**src/rtl/tt_prbs_pkg.sv**
```systemverilog
// Shared definitions for the PRBS16 stream checker: LFSR geometry, lock states,
// output view encodings and the feedback helper used by the predictor.
package tt_prbs_pkg;

    // x^16 + x^14 + x^13 + x^11 + 1, history shifts left with bit 0 newest
    localparam int LFSR_W = 16;
    localparam int TAP_A  = 15;
    localparam int TAP_B  = 13;
    localparam int TAP_C  = 12;
    localparam int TAP_D  = 10;

    // Saturation value of the error counter
    localparam logic [15:0] ERR_MAX = 16'hFFFF;

    // Lock state machine; encodings are visible on the status view
    typedef enum logic [1:0] {
        ST_HUNT   = 2'd0,
        ST_VERIFY = 2'd1,
        ST_LOCKED = 2'd2
    } state_t;

    // uo_out view select encodings (ui_in[4:3])
    localparam logic [1:0] VIEW_STATUS  = 2'd0;
    localparam logic [1:0] VIEW_ERR_LO  = 2'd1;
    localparam logic [1:0] VIEW_ERR_HI  = 2'd2;
    localparam logic [1:0] VIEW_BIT_CNT = 2'd3;

    // Next bit predicted from the 16-bit history
    function automatic logic prbs_feedback(input logic [LFSR_W-1:0] sr);
        return sr[TAP_A] ^ sr[TAP_B] ^ sr[TAP_C] ^ sr[TAP_D];
    endfunction

endpackage

```
**src/rtl/prbs16_predict.sv**
```systemverilog
// History register of the PRBS16 checker. Holds the last 16 bits and predicts
// the next one. The shifted-in bit is either the received bit (while acquiring)
// or the prediction itself (flywheel while locked, so line errors never enter
// the history).
module prbs16_predict
    import tt_prbs_pkg::*;
(
    input  logic clk,
    input  logic rst_n,
    input  logic i_shift_en,
    input  logic i_load_pred,
    input  logic i_rx_bit,
    output logic o_pred,
    output logic o_sr_nonzero
);

    logic [LFSR_W-1:0] r_sr;
    logic [LFSR_W-1:0] w_sr_shifted;
    logic              w_pred;
    logic              w_shift_in;

    assign w_pred     = prbs_feedback(r_sr);
    assign w_shift_in = i_load_pred ? w_pred : i_rx_bit;

    // Shift-left network: new bit enters at position 0
    assign w_sr_shifted[0] = w_shift_in;
    genvar gi;
    generate
        for (gi = 1; gi < LFSR_W; gi++) begin : g_shift
            assign w_sr_shifted[gi] = r_sr[gi-1];
        end
    endgenerate

    // History register: cleared by reset, advances only on enabled valid bits
    always_ff @(posedge clk) begin
        if (!rst_n) begin
            r_sr <= '0;
        end else if (i_shift_en) begin
            r_sr <= w_sr_shifted;
        end
    end

    assign o_pred       = w_pred;
    assign o_sr_nonzero = |r_sr;

endmodule

```
**config.mk**
```make
export PLATFORM = sky130hd
export DESIGN_NAME = prbs16_predict
export DESIGN_NICKNAME = d
export VERILOG_FILES = /design/src/rtl/tt_prbs_pkg.sv /design/src/rtl/prbs16_predict.sv
export SDC_FILE = /design/constraint.sdc
export NUM_CORES = 1
export LEC_CHECK = 0
export CORE_UTILIZATION = 30
export CTS_CLUSTER_DIAMETER = 100
export DETAILED_ROUTE_END_ITERATION = 10
export SETUP_SLACK_MARGIN = 0.02
export SLEW_MARGIN = 10
export SYNTH_ARGS = -nofsm -noshare
export SYNTH_HDL_FRONTEND = slang
export SYNTH_SLANG_ARGS = --single-unit
```
**constraint.sdc**
```tcl
create_clock -name clk -period 1.7 [get_ports clk]
set_clock_uncertainty 0.05 [all_clocks]
set_input_delay 0.34 -clock clk [delete_from_list [all_inputs] [get_ports clk]]
set_output_delay 0.34 -clock clk [all_outputs]
set_load 0.005 [all_outputs]
```
==> flow_summary.json <==
{
  "antenna_cells": 0,
  "antenna_found_initial": 0,
  "ant_nets": 0,
  "fmax_mhz": 617,
  "io_buffer_count": 6,
  "initial_core_util_pct": 33.0,
  "coreArea_sq_um": 2040,
  "hold_path_class": "flip-flop to flip-flop",
  "finalSetupViolations": 0,
  "cp_slowest_stage_delay_ns": 0.39,
  "worstPathMaxFanout": 4,
  "p_per_area_nw_per_um2": 766,
  "worst_slack_ns": 0.0800,
  "rsz0062_at_grt": "no",
  "grt.overflow.total": 0,
  "grtUsageTotal_pct": 11.7,
  "path_clk_slew_ns": 0.10,
  "critical-path-top-delay-family": "flip-flops",
  "clk-insertion-delay-late_ns": 0.30,
  "synth_top_cell_area_share_pct": 47.5,
  "grt_pass1_wl_um": 2060,
  "die_y_um": 49.4,
  "drv_cap": 0,
  "p_leak_nw": 0.364,
  "startpoint_type": "flip-flop",
  "yosys.area.top_type": "dfxtp_1",
  "period_minus_slack_ns": 1.62,
  "synth_area_sq_um": 674,
  "finalCritPeriodShare_pct": 95.3,
  "end_kind": "output pin",
  "area_delta_synth_final_pct": 32.1,
  "ys_ff_latch": 16,
  "io_pins": 7,
  "cp.required_ns": 1.31,
  "syn_area_per_cell_sq_um": 11.1,
  "synth.yosys.seq_area_share_pct": 47.5,
  "htreeDepth": 1,
  "dp_hpwl_um": 785,
  "routedWlPerCell_um": 11.9,
  "synth_nets": 66,
  "ys_top_cells_by_area": "dfxtp_1 47%, mux2i_1 22%, nor2b_1 14%, nor4_1 3.7%, xnor2_1 2.6%",
  "setup_tns_ns": 0,
  "drt_iter0_drc": 9,
  "nets": 78,
  "pre_cts_ws_ns": 0.0400,
  "place_congestion": 0.657,
  "vias": 453,
  "cts_buffers": 3,
  "regMostFlops": "r_sr",
  "largest_reg_flops": 16,
  "final_cell_mix": "15 x mux2i_1, 15 x nor2b_1, 9 x dfxtp_1",
  "die-area_sq_um": 2440,
  "slowest_stage": "dfxtp_4",
  "crit_chain": "xnor2_4 -> xnor2_2 -> clkdlybuf4s15_1",
  "drc": 0,
  "relSlewSlack_pct": 86.0,
  "synth.distinct_cells": 14,
  "grt_max_degree": 16,
  "peakVddDrop_mv": 0.737,
  "cts-root-buf": "clkbuf_4",
  "hold_viol": 0,
  "slew_viol_final": 0,
  "postSynthCellCount": 61,
  "final_core_util_pct": 43.6,
  "grt_pass1_vias": 469,
  "rows": 16,
  "top_regs": "r_sr: 16 flops",
  "cp.arrival_ns": 1.23,
  "worst-setup-path-type": "flip-flop to output pin",
  "ys_warn_count": 0,
  "cts_tree": "built",
  "wl_um": 1180,
  "worstMarginPinSlew_ns": 0.208,
  "worst-path-buf-inv": 1,
  "vias_per_cell": 4.58,
  "clock_sinks": 16,
  "drive_gt1_share_pct": 31.9,
  "drt_pass1_iterations": 3,
  "clockBufferDepth": 2,
  "fp.dieW_um": 49.4,
  "outcome": "completed"
}
repair_timing:
action,CTS,global route
gates resized for setup,11,14
setup buffers,0,0
hold buffers,0,0
endpoints found under the setup margin,2,2
pin swaps,5,5
kinds of logic after synthesis:
family	Yosys count	synth area share (%)
and+or+nand+nor	23	21.5
buffers and inverters	3	3.34
muxes	15	22.3
DFF	16	47.5
xor gates and xnor gates	3	3.90
AOI/OAI and AO/OA	1	1.48
routing by layer:
metal,vias to the layer above,routed length [um],track usage (%)
li1,236,-,-
met1,207,572,14.0
met2,5,541,17.4
met4,0,55,11.4
met3,5,14,1.87
met5,-,0,0
path summary, 6_finish.rpt:
kind	start	endpoint	slack, ns	depth (start not counted)
setup / recovery	r_sr[10]	o_pred	0.08	3
hold / removal	r_sr[7]	r_sr[7]	0.50	2
setup reg to reg	r_sr[13]	r_sr[0]	0.63	3
hold reg to reg	r_sr[7]	r_sr[7]	0.50	2
worst register-to-register path, delay by kind of cell (launching register included):
kind            cells  cell delay (ns)
flops               1             0.38
compound gates      1             0.23
xor+xnor            2             0.32
power by group:
part | internal [W] | total, W | switching, W | leakage, nW
registers | 0.000372 | 0.000374 | 0.00000207 | 0.133
logic | 0.0000288 | 0.0000476 | 0.0000188 | 0.210
clock network | 0.000131 | 0.000261 | 0.000130 | 0.0210
synth_stat cells, drive strengths merged:
master  instances
clkbuf          1
xor2            1
xnor2           2
nand3b          1
nor2b          15
nand4b          1
dfxtp          16
nor4            4
mux2i          15
nand2           1
buf             2
a41o            1
nand4           1
through the flow:
step           total power [W]  instance area [sq um]  cells  hold slack [ns]
2_1_floorplan         0.000416                    674     61            0.418
3_3_place_gp          0.000435                    776     95            0.472
3_5_place_dp          0.000435                    776     95            0.490
4_1_cts               0.000692                    836     99            0.505
5_1_grt               0.000708                    891     99            0.533
6_report              0.000682                    891     99            0.505
final cells by class:
class	instances	area [sq um]
clock buffer	4	36.3
fill	200	1150
timing repair buffer	10	85.1
tap	27	33.8
sequential	16	337
multi-input combinational	42	399
Power figures use the tool's default switching activity.
